==> src/rtl/stream_mux_pkg.sv <==
// Shared constants, lock-state type and one-hot helper for the N:1 stream mux.
package stream_mux_pkg;

  localparam logic MODE_RR     = 1'b0;
  localparam logic MODE_FORCED = 1'b1;

  typedef enum logic {
    UNLOCKED = 1'b0,
    LOCKED   = 1'b1
  } lock_state_e;

  // Supports up to 16 channels; callers zero-extend and truncate as needed.
  function automatic logic [3:0] onehot_to_idx(input logic [15:0] oh);
    logic [3:0] idx;
    idx = '0;
    for (int i = 0; i < 16; i++) begin
      if (oh[i]) idx = idx | 4'(i);
    end
    return idx;
  endfunction

endpackage

==> src/rtl/rr_arbiter.sv <==
// Combinational round-robin arbiter: one-hot grant to the first request at or above ptr, wrapping.
module rr_arbiter #(
  parameter  int N  = 4,
  localparam int PW = $clog2(N)
) (
  input  logic [N-1:0]  req,
  input  logic [PW-1:0] ptr,
  output logic [N-1:0]  gnt
);

  logic          found;
  logic [PW-1:0] idx;

  always_comb begin
    gnt   = '0;
    found = 1'b0;
    idx   = '0;
    for (int k = 0; k < N; k++) begin
      idx = PW'((int'(ptr) + k) % N);
      if (!found && req[idx]) begin
        gnt[idx] = 1'b1;
        found    = 1'b1;
      end
    end
  end

endmodule

==> src/rtl/stream_mux_rr.sv <==
// N:1 valid/ready stream mux with round-robin or forced selection and one output register stage.
// Define STREAM_MUX_PKT_LOCK_EN to hold the grant on one channel until its in_last beat.
module stream_mux_rr
  import stream_mux_pkg::*;
#(
  parameter  int N_CH  = 4,
  parameter  int W     = 8,
  localparam int SEL_W = $clog2(N_CH)
) (
  input  logic                clk,
  input  logic                rst,
  input  logic [N_CH-1:0]     in_valid,
  input  logic [N_CH*W-1:0]   in_data,
  input  logic [N_CH-1:0]     in_last,
  output logic [N_CH-1:0]     in_ready,
  input  logic                mode,
  input  logic [SEL_W-1:0]    sel,
  input  logic                out_ready,
  output logic                out_valid,
  output logic [W-1:0]        out_data,
  output logic                out_last,
  output logic [SEL_W-1:0]    out_ch
);

  logic             out_valid_q, out_valid_d;
  logic [W-1:0]     out_data_q,  out_data_d;
  logic             out_last_q,  out_last_d;
  logic [SEL_W-1:0] out_ch_q,    out_ch_d;
  logic [SEL_W-1:0] ptr_q,       ptr_d;

  logic             slot_free;
  logic [N_CH-1:0]  sel_mask;
  logic [N_CH-1:0]  req;
  logic [N_CH-1:0]  gnt;
  logic [SEL_W-1:0] g_idx;
  logic [W-1:0]     g_data;
  logic             g_last;
  logic             xfer;
  logic             adv;

`ifdef STREAM_MUX_PKT_LOCK_EN
  lock_state_e      lock_q, lock_d;
  logic [SEL_W-1:0] lock_ch_q, lock_ch_d;
  logic [N_CH-1:0]  lock_mask;
`endif

  assign slot_free = !out_valid_q || out_ready;

  // An out-of-range sel matches no mask bit, so nothing becomes eligible.
  always_comb begin
    sel_mask = '0;
    for (int i = 0; i < N_CH; i++) begin
      sel_mask[i] = (int'(sel) == i);
    end
    req = (mode == MODE_FORCED) ? (in_valid & sel_mask) : in_valid;
`ifdef STREAM_MUX_PKT_LOCK_EN
    lock_mask = '0;
    for (int i = 0; i < N_CH; i++) begin
      lock_mask[i] = (int'(lock_ch_q) == i);
    end
    if (lock_q == LOCKED) req = in_valid & lock_mask;
`endif
  end

  rr_arbiter #(.N(N_CH)) u_arb (
    .req (req),
    .ptr (ptr_q),
    .gnt (gnt)
  );

  assign in_ready = rst ? '0 : (gnt & {N_CH{slot_free}});
  assign xfer     = |in_ready;
  assign g_idx    = SEL_W'(onehot_to_idx(16'(gnt)));

  always_comb begin
    g_data = '0;
    g_last = 1'b0;
    for (int i = 0; i < N_CH; i++) begin
      if (gnt[i]) begin
        g_data = in_data[i*W +: W];
        g_last = in_last[i];
      end
    end
  end

`ifdef STREAM_MUX_PKT_LOCK_EN
  assign adv = xfer && (mode == MODE_RR) && g_last;
`else
  assign adv = xfer && (mode == MODE_RR);
`endif

  always_comb begin
    out_valid_d = out_valid_q;
    out_data_d  = out_data_q;
    out_last_d  = out_last_q;
    out_ch_d    = out_ch_q;
    ptr_d       = ptr_q;
    if (xfer) begin
      out_valid_d = 1'b1;
      out_data_d  = g_data;
      out_last_d  = g_last;
      out_ch_d    = g_idx;
    end else if (slot_free) begin
      out_valid_d = 1'b0;
    end
    if (adv) begin
      ptr_d = (g_idx == SEL_W'(N_CH - 1)) ? '0 : g_idx + 1'b1;
    end
  end

`ifdef STREAM_MUX_PKT_LOCK_EN
  always_comb begin
    lock_d    = lock_q;
    lock_ch_d = lock_ch_q;
    if (xfer) begin
      lock_d    = g_last ? UNLOCKED : LOCKED;
      lock_ch_d = g_idx;
    end
  end

  always_ff @(posedge clk) begin
    if (rst) begin
      lock_q    <= UNLOCKED;
      lock_ch_q <= '0;
    end else begin
      lock_q    <= lock_d;
      lock_ch_q <= lock_ch_d;
    end
  end
`endif

  always_ff @(posedge clk) begin
    if (rst) begin
      out_valid_q <= 1'b0;
      out_data_q  <= '0;
      out_last_q  <= 1'b0;
      out_ch_q    <= '0;
      ptr_q       <= '0;
    end else begin
      out_valid_q <= out_valid_d;
      out_data_q  <= out_data_d;
      out_last_q  <= out_last_d;
      out_ch_q    <= out_ch_d;
      ptr_q       <= ptr_d;
    end
  end

  assign out_valid = out_valid_q;
  assign out_data  = out_data_q;
  assign out_last  = out_last_q;
  assign out_ch    = out_ch_q;

endmodule
==> config.mk <==
export PLATFORM = sky130hd
export DESIGN_NAME = stream_mux_rr
export DESIGN_NICKNAME = d
export VERILOG_FILES = /design/src/rtl/stream_mux_pkg.sv /design/src/rtl/rr_arbiter.sv /design/src/rtl/stream_mux_rr.sv
export SDC_FILE = /design/constraint.sdc
export NUM_CORES = 1
export LEC_CHECK = 0
export CAP_MARGIN = 20
export CELL_PAD_IN_SITES_DETAIL_PLACEMENT = 1
export CELL_PAD_IN_SITES_GLOBAL_PLACEMENT = 2
export CORE_MARGIN = 3
export CORE_UTILIZATION = 31
export DETAILED_ROUTE_END_ITERATION = 10
export DONT_BUFFER_PORTS = 1
export PLACE_DENSITY_LB_ADDON = 0.1
export SLEW_MARGIN = 20
export SYNTH_ARGS = -nofsm -noshare
export SYNTH_HDL_FRONTEND = slang
export SYNTH_HIERARCHICAL = 1
export SYNTH_SLANG_ARGS = --single-unit
==> constraint.sdc <==
create_clock -name clk -period 3.81 [get_ports clk]
set_input_delay 0.9525 -clock clk [delete_from_list [all_inputs] [get_ports clk]]
set_output_delay 0.9525 -clock clk [all_outputs]
set_load 0.01 [all_outputs]
==> flow_summary.json, run 1 <==
{
  "grt_pass1_vias": 1248,
  "drtAntennaViolNets": 0,
  "synth_area_leaders": "dfxtp_1, a221o_1, a21oi_1",
  "cap_violations": 0,
  "syn-num-nets": 210,
  "drive_gt1_frac": 0.177,
  "fin_crit_ps": 3690,
  "synth.avg_cell_area_um2": 8.49,
  "ys_types": 38,
  "holdPathStages": 2,
  "die_h_um": 71.8,
  "grt_antenna_before_repair": 0,
  "die_x_um": 71.8,
  "fin_crit_sh": 0.968,
  "synth_top_family_by_area": "compound AO/OA/AOI/OAI gates",
  "end_kind": "output port",
  "outcome": "finished clean",
  "dpl_cell_area_um2": 1370,
  "gp_congestion": 0.824,
  "yosys.area_share.xor_xnor": 0.00653,
  "htreeDepth": 1,
  "crit_required_ps": 2860,
  "synth_compound_area_frac": 0.347,
  "remaining_drc_errors": 0,
  "clock_path_buffers": 2,
  "power_density_nw_per_um2": 949,
  "root_buffer": "clkbuf_8",
  "synthSimpleGateAreaFrac": 0.194,
  "fin_util": 0.353,
  "slowest_delay_ps": 620,
  "grt_overflow": 0,
  "peakVddDrop_v": 0.000278,
  "cpLargestDelayFamily": "simple AND/OR/NAND/NOR gates",
  "numCtsBuffers": 3,
  "tns_ps": 0,
  "rows": 23,
  "ios": 62,
  "finalSetupViolations": 0,
  "critPathSlowestCell": "mux4_2",
  "crit_path_max_fanout": 10,
  "min_from": "out_ch[0]",
  "synthesis.area_um2": 1340,
  "dieArea_um2": 5150,
  "fin_nets": 211,
  "place_hpwl_mm": 3.20,
  "synthMuxAreaShare": 0.0728,
  "clkTransAtPathRegs_ps": 60,
  "cts_tree": "built",
  "ys_warn_count": 6,
  "first_iter_violations": 67,
  "grt_first_pass_wirelength_mm": 6.37,
  "syn2layout_area_growth_pct": 7.46,
  "rr_startpoint": "ptr_q[0]",
  "p_leak_nw": 0.533,
  "yosysSeqAreaShare": 0.209,
  "maxSlewViolCount": 0,
  "core_area_um2": 4090,
  "grtUsageTotal": 0.154,
  "max_freq_mhz": 271,
  "cts_num_sinks": 14,
  "hp-class": "register to register",
  "tightest_slew_ps": 675,
  "synth_top_area_frac": 0.209,
  "hold_viol_final": 0,
  "critPathArrivalTime_ps": 2730,
  "synthCells": 158,
  "skew_ps": 1.03,
  "routed_via_density": 6.05,
  "wl_per_cell_um": 20.1,
  "ys_ff_latch": 14,
  "crit_type": "primary input to output port",
  "insertedDiodeCount": 0,
  "wirelength_mm": 4.18,
  "final_cell_area_um2": 1440,
  "rr_worst_depth": 11,
  "cts_hold_buf": 0,
  "initial_core_util": 0.328,
  "worstSetupStartpointType": "primary input",
  "nFillCells": 516,
  "critPathBufInv": 0,
  "rr_endpoint": "out_data[5]",
  "reg2reg_slack_ps": 540,
  "slew_headroom": 0.550,
  "synth_largest_area_cell": "dfxtp_1",
  "worst_skew_pair.late_latency_ps": 240,
  "synthAdderAreaFrac": 0.0560,
  "num_vias": 1258,
  "path_cells": "nand2b_1 -> a21boi_0 -> mux4_2 -> nor4b_4 -> nand2_1 -> o211ai_1 -> and3_4",
  "grt_max_degree": 24,
  "holdPathEnd": "out_ch[0]",
  "dr.pass1.iters": 4,
  "portBuffers": 0
}
-- area by class of cell --
cell class                 instances  area (µm²)  area share
clock buffer                       4        55.1      0.0382
multi-input combinational        114         908       0.630
sequential                        14         280       0.194
inverter                          16        60.1      0.0417
tap                               50        62.6      0.0434
timing repair buffer              10        75.1      0.0521
-- worst max path at each step --
stage | start | slack (ps) | end | depth (start not counted)
2_1_floorplan | sel[0] | 7 | in_ready[2] | 9
3_3_place_gp | sel[0] | 120 | out_ch[1] | 10
3_5_place_dp | sel[1] | 70 | out_data[5] | 10
4_1_cts | sel[0] | 110 | in_ready[2] | 7
5_1_grt | sel[0] | -4 | in_ready[2] | 7
6_report | sel[0] | 120 | in_ready[2] | 7
-- routing by layer --
metal / vias to the layer above / routed length [µm] / track usage
li1: 606 / - / -
met1: 598 / 1970 / 0.221
met2: 52 / 1890 / 0.241
met3: 2 / 290 / 0.0281
met4: 0 / 23 / 0.0313
met5: - / 0 / 0
-- worst register-to-register path, delay by kind of cell, from the launching register on --
kind                       cells  cell delay, ps
AOI/OAI and AO/OA              5             810
adders and majority gates      1             330
and+or+nand+nor                1             760
DFF                            1             350
buffers and inverters          3             480
muxes                          1             380
-- repair_timing --
action	CTS	global route
buffers inserted	0	2
gates resized for setup	0	0
setup endpoints to repair	0	1
-- cell usage in the layout (no fill, tap or decap), drive strengths merged --
cell / count
xnor2: 1
nor2b: 1
ha: 6
nor3: 1
nand2: 15
o311ai: 2
a21boi: 3
or2: 1
a221o: 9
clkbuf: 4
dfxtp: 14
nor4: 1
a31oi: 10
buf: 10
a21oi: 15
and3: 4
and2: 1
o211ai: 4
nand3: 1
a311oi: 9
nand3b: 9
inv: 16
nand2b: 3
a211oi: 1
or4: 2
nor4b: 1
o31ai: 2
mux4: 4
a21o: 4
o21ai: 2
nor2: 2
-- flip-flops by register name (all words and copies together), names as in the netlist --
register   flops
out_last       1
ptr_q          2
out_ch         2
out_data       8
out_valid      1
-- per-stage QoR --
step           cells  total power [mW]  hold slack, ps  setup WS, ps
2_1_floorplan    158              1.02             493          7.47
3_3_place_gp     202              1.18             503           118
3_5_place_dp     202              1.20             509          65.2
4_1_cts          206              1.36             518           111
5_1_grt          208              1.48             544         -4.48
6_report         208              1.37             510           124
-- cell families (layout without fill, tap and decap cells) --
family | count (synthesis) | count (layout)
compound gates | 61 | 61
simple gates | 42 | 42
buf+inv | 30 | 30
flops | 14 | 14
fa+ha+maj | 6 | 6
mux | 4 | 4
xor+xnor | 1 | 1
-- where the power goes --
part | total, mW | switching, mW | internal, mW | leakage, nW
Combinational | 0.919 | 0.522 | 0.397 | 0.389
Sequential | 0.302 | 0.0846 | 0.217 | 0.116
Clock | 0.146 | 0.0549 | 0.0915 | 0.0288
-- synthesized netlist by cell type --
| cell | count |
|---|---|
| a31oi_4 | 1 |
| o211ai_1 | 4 |
| or4_1 | 2 |
| a31oi_1 | 9 |
| dfxtp_1 | 14 |
| and2_1 | 1 |
| nor4_2 | 1 |
| nor4b_4 | 1 |
| dlymetal6s2s_1 | 1 |
| a211oi_1 | 1 |
| mux4_2 | 2 |
| o311ai_0 | 2 |
| o31ai_1 | 2 |
| a311oi_2 | 1 |
| a21oi_1 | 15 |
| a221o_1 | 9 |
| xnor2_1 | 1 |
| a21o_2 | 4 |
| nand3_1 | 1 |
| clkbuf_1 | 3 |
| or2_2 | 1 |
| nand2b_1 | 3 |
| nor3_2 | 1 |
| buf_2 | 5 |
| mux4_1 | 2 |
| nand3b_1 | 9 |
| buf_4 | 3 |
| nor2b_1 | 1 |
| a311oi_1 | 8 |
| buf_6 | 2 |
| o21ai_0 | 1 |
| inv_1 | 16 |
| ha_1 | 6 |
| a21boi_0 | 3 |
| nand2_1 | 15 |
| nor2_1 | 2 |
| o21ai_1 | 1 |
| and3_1 | 4 |
Note: power is estimated with default switching activity, not from simulation.
==> inputs of run 2 (changes only) <==
--- a/config.mk
+++ b/config.mk
@@ -13,6 +13,7 @@
 export DETAILED_ROUTE_END_ITERATION = 10
 export DONT_BUFFER_PORTS = 1
 export PLACE_DENSITY_LB_ADDON = 0.1
+export REMOVE_ABC_BUFFERS = 1
 export SLEW_MARGIN = 20
 export SYNTH_ARGS = -nofsm -noshare
 export SYNTH_HDL_FRONTEND = slang
==> flow_summary.json, run 2 (synthesis results as in run 1) <==
{
  "clkTransAtPathRegs_ps": 60,
  "worstSetupStartpointType": "primary input",
  "cts_tree": "built",
  "initial_core_util": 0.328,
  "maxSlewViolCount": 0,
  "drive_gt1_frac": 0.148,
  "mostFrequentLayoutCell": "inv_1",
  "ios": 62,
  "final_cell_mix": "inv_1, nand2_1, a21oi_1",
  "outcome": "finished clean",
  "root_buffer": "clkbuf_8",
  "hold_viol_final": 0,
  "crit_type": "primary input to output port",
  "fin_crit_sh": 0.955,
  "crit_required_ps": 2860,
  "max_freq_mhz": 275,
  "grtUsageTotal": 0.171,
  "largest_reg_flops": 8,
  "critPathArrivalTime_ps": 2690,
  "path_cells": "o21ai_0 -> and2_1 -> mux4_2 -> nor4b_4 -> nand2_1 -> o211ai_1 -> and3_1",
  "numCtsBuffers": 3,
  "gp_congestion": 0.806,
  "critPathSlowestCell": "mux4_2",
  "routed_via_density": 6.19,
  "grt_pass1_vias": 1324,
  "remaining_drc_errors": 0,
  "htreeDepth": 1,
  "dieArea_um2": 5150,
  "fin_nets": 208,
  "hp-class": "register to register",
  "core_area_um2": 4090,
  "drtAntennaViolNets": 0,
  "grt_max_degree": 24,
  "rows": 23,
  "cap_violations": 0,
  "finalSetupViolations": 0,
  "die_x_um": 71.8,
  "p_leak_nw": 0.525,
  "dr.pass1.iters": 4,
  "fin_cells": 205,
  "slowest_delay_ps": 560,
  "clock_path_buffers": 2,
  "power_density_nw_per_um2": 937,
  "fin_crit_ps": 3640,
  "final_cell_area_um2": 1420,
  "insertedDiodeCount": 0,
  "peakVddDrop_v": 0.000305,
  "tightest_slew_ps": 714,
  "syn2layout_area_growth_pct": 6.16,
  "slew_headroom": 0.524,
  "wirelength_mm": 4.23,
  "grt_first_pass_wirelength_mm": 6.78,
  "grt_antenna_before_repair": 0,
  "die_h_um": 71.8,
  "crit_path_max_fanout": 7,
  "num_vias": 1269,
  "first_iter_violations": 76,
  "dpl_cell_area_um2": 1350,
  "grt_overflow": 0,
  "end_kind": "output port",
  "power_mw": 1.33,
  "rsz0062_at_grt": "no",
  "worst_skew_pair.late_latency_ps": 250,
  "portBuffers": 0,
  "placed_cells": 199,
  "wl_per_cell_um": 20.6,
  "skew_ps": 3.22,
  "place_hpwl_mm": 3.07,
  "cts_num_sinks": 14
}
## run 2: changes by cell type in the layout (fill, tap and decap cells not counted)
cell,before,now
and3_1,3,4
and3_4,1,0
buf_4,10,7
mux4_1,1,2
mux4_2,3,2
nor3_2,1,0
nor3_4,0,1
## run 2: critical path: cells and delay by family
kind             cells  cell delay, ps
AO/OA/AOI/OAI        2             200
multiplexers         1             560
AND/OR/NAND/NOR      4             960
## run 2: what timing repair did
item	in CTS	in global routing
endpoints found under the setup margin	0	10
gates resized for setup	0	1
hold buffers	0	0
buffers inserted	0	2
## run 2: area by class of cell
| cell class | count | area [µm²] |
|---|---|---|
| multi-input cells | 114 | 913 |
| repair buffers | 7 | 52.6 |
| fillers | 491 | 2660 |
| well taps | 50 | 62.6 |
| flip-flops and latches | 14 | 280 |
| clock buffers | 4 | 55.1 |
| inverters | 16 | 60.1 |
## run 2: path summary, 6_finish.rpt
check / start / endpoint / slack [ps] / cells past startpoint
worst max-delay path: sel[0] / in_ready[1] / 170 / 7
worst min-delay path: out_ch[0] / out_ch[0] / 520 / 2
worst max register to register: ptr_q[0] / out_data[7] / 470 / 10
worst min register to register: out_ch[0] / out_ch[0] / 520 / 2
## run 2: layer usage
layer | wire [µm] | GRT usage
met5 | 0 | 0
met4 | 48 | 0.0564
met3 | 314 | 0.0365
met2 | 2110 | 0.301
met1 | 1750 | 0.205
## run 2: through the flow
stage	TNS (ps)	setup WS [ps]	utilization	hold WS, ps
after detailed placement	-416	-55.5	0.330	515
after floorplan	-958	-367	-	487
after global routing	0	25.6	0.348	556
final	0	172	0.348	518
after CTS	0	131	0.343	524
after global placement	0	84.5	0.330	500
## run 2: power breakdown
| group | internal [mW] | switching [mW] | total (mW) |
|---|---|---|---|
| sequential | 0.217 | 0.0991 | 0.316 |
| combinational | 0.373 | 0.492 | 0.864 |
| clock | 0.0918 | 0.0610 | 0.153 |
==> inputs of run 3 (changes only) <==
--- a/config.mk
+++ b/config.mk
@@ -8,10 +8,11 @@
 export CAP_MARGIN = 20
 export CELL_PAD_IN_SITES_DETAIL_PLACEMENT = 1
 export CELL_PAD_IN_SITES_GLOBAL_PLACEMENT = 2
-export CORE_MARGIN = 3
+export CORE_MARGIN = 2
 export CORE_UTILIZATION = 31
 export DETAILED_ROUTE_END_ITERATION = 10
 export DONT_BUFFER_PORTS = 1
+export GPL_ROUTABILITY_DRIVEN = 0
 export PLACE_DENSITY_LB_ADDON = 0.1
 export REMOVE_ABC_BUFFERS = 1
 export SLEW_MARGIN = 20
==> flow_summary.json, run 3 (synthesis results as in run 1) <==
{
  "rsz0062_at_grt": "no",
  "crit_path_max_fanout": 10,
  "initial_core_util": 0.328,
  "switching_share": 0.484,
  "post-place-ws_ps": 20.0,
  "dieArea_um2": 4870,
  "grt_first_pass_wirelength_mm": 6.53,
  "final_cell_mix": "inv_1, nand2_1, a21oi_1",
  "tns_ps": 0,
  "postCtsSetupBuffers": 0,
  "rr_startpoint": "ptr_q[0]",
  "numCtsBuffers": 3,
  "grt_pass1_vias": 1323,
  "fin_nets": 207,
  "rows": 23,
  "ios": 62,
  "root_buffer": "clkbuf_8",
  "syn2layout_area_growth_pct": 5.13,
  "grt_max_degree": 24,
  "reg2reg_slack_ps": 470,
  "p_leak_nw": 0.518,
  "peakVddDrop_v": 0.000246,
  "die_h_um": 69.8,
  "num_vias": 1277,
  "tightest_slew_ps": 661,
  "mostFrequentLayoutCell": "inv_1",
  "final_cell_area_um2": 1410,
  "finalSetupViolations": 0,
  "fin_util": 0.345,
  "wl_per_cell_um": 20.0,
  "slew_headroom": 0.557,
  "power_mw": 1.30,
  "power.switching_mw": 0.631,
  "rr_worst_depth": 10,
  "finalWorstSetupSlack_ps": 129,
  "skew_ps": 3.66,
  "critPathArrivalTime_ps": 2730,
  "cts_hold_buf": 0,
  "grt_overflow": 0,
  "clock_path_buffers": 2,
  "dr.pass1.iters": 4,
  "drive_gt1_frac": 0.143,
  "largest_reg_flops": 8,
  "max_freq_mhz": 272,
  "fin_crit_sh": 0.966,
  "p_int_mw": 0.673,
  "drtAntennaViolNets": 0,
  "startpoint": "sel[0]",
  "wirelength_mm": 4.09,
  "crit_type": "primary input to output port",
  "maxSlewViolCount": 0,
  "fin_crit_ps": 3680,
  "cts_num_sinks": 14,
  "cap_violations": 0,
  "worstSetupStartpointType": "primary input",
  "rr_endpoint": "out_data[1]",
  "routed_via_density": 6.26,
  "cts_resized": 0,
  "cts_tree": "built",
  "hp-class": "register to register",
  "clkTransAtPathRegs_ps": 60,
  "power_density_nw_per_um2": 924,
  "dpl_cell_area_um2": 1360,
  "fin_cells": 204,
  "whs_ps": 554,
  "placed_cells": 200,
  "worst_skew_pair.late_latency_ps": 240,
  "pwr-share-seq": 0.244,
  "power_frac_comb": 0.646,
  "place_hpwl_mm": 3.17,
  "p_clk_frac": 0.110,
  "htreeDepth": 1,
  "grt_antenna_before_repair": 0,
  "die_x_um": 69.8,
  "remaining_drc_errors": 0,
  "portBuffers": 0,
  "core_area_um2": 4090,
  "grtUsageTotal": 0.169,
  "first_iter_violations": 47,
  "crit_path_end": "in_ready[1]",
  "outcome": "finished clean",
  "insertedDiodeCount": 0,
  "crit_required_ps": 2860,
  "end_kind": "output port",
  "hold_viol_final": 0
}
==> run 3: changes by cell type in the layout (fill, tap and decap cells not counted) <==
cell | previous run | this run
nor3_2 | 0 | 1
nor3_4 | 1 | 0
buf_4 | 7 | 6
==> run 3: worst max-delay path, stage by stage <==
cell	delay, ps
nand2b_1	80
a21boi_0	150
mux4_2	630
nor4b_4	410
nand2_1	120
o211ai_1	140
and3_1	250
==> run 3: power groups by stage <==
stage                     Clock, mW  Sequential (mW)  Combinational (mW)
after CTS                     0.148            0.322               0.852
after detailed placement          0            0.326               0.847
final                         0.144            0.318               0.842
after global routing          0.155            0.330               0.930
after floorplan                   0            0.298               0.631
after global placement            0            0.323               0.827
==> run 3: metal layers <==
layer / part of all wire / track usage
met1: 0.43 / 0.205
met2: 0.47 / 0.284
met3: 0.085 / 0.0509
met4: 0.021 / 0.0534
met5: 0 / 0
==> run 3: how the worst min path moves through the flow <==
stage | startpoint | endpoint | slack (ps) | cells after the start
final | out_ch[0] | out_ch[0] | 550 | 2
after detailed placement | out_ch[0] | out_ch[0] | 540 | 2
after CTS | out_ch[0] | out_ch[0] | 550 | 2
after floorplan | out_ch[0] | out_ch[0] | 490 | 2
after global placement | out_ch[0] | out_ch[0] | 540 | 2
after global routing | out_ch[0] | out_ch[0] | 580 | 2
==> run 3: area by class of cell <==
type | count | area (µm²)
clock buffers | 4 | 55.1
fillers | 515 | 2680
inverters | 16 | 60.1
multi-input cells | 114 | 907
flip-flops and latches | 14 | 280
well taps | 50 | 62.6
repair buffers | 6 | 45.0
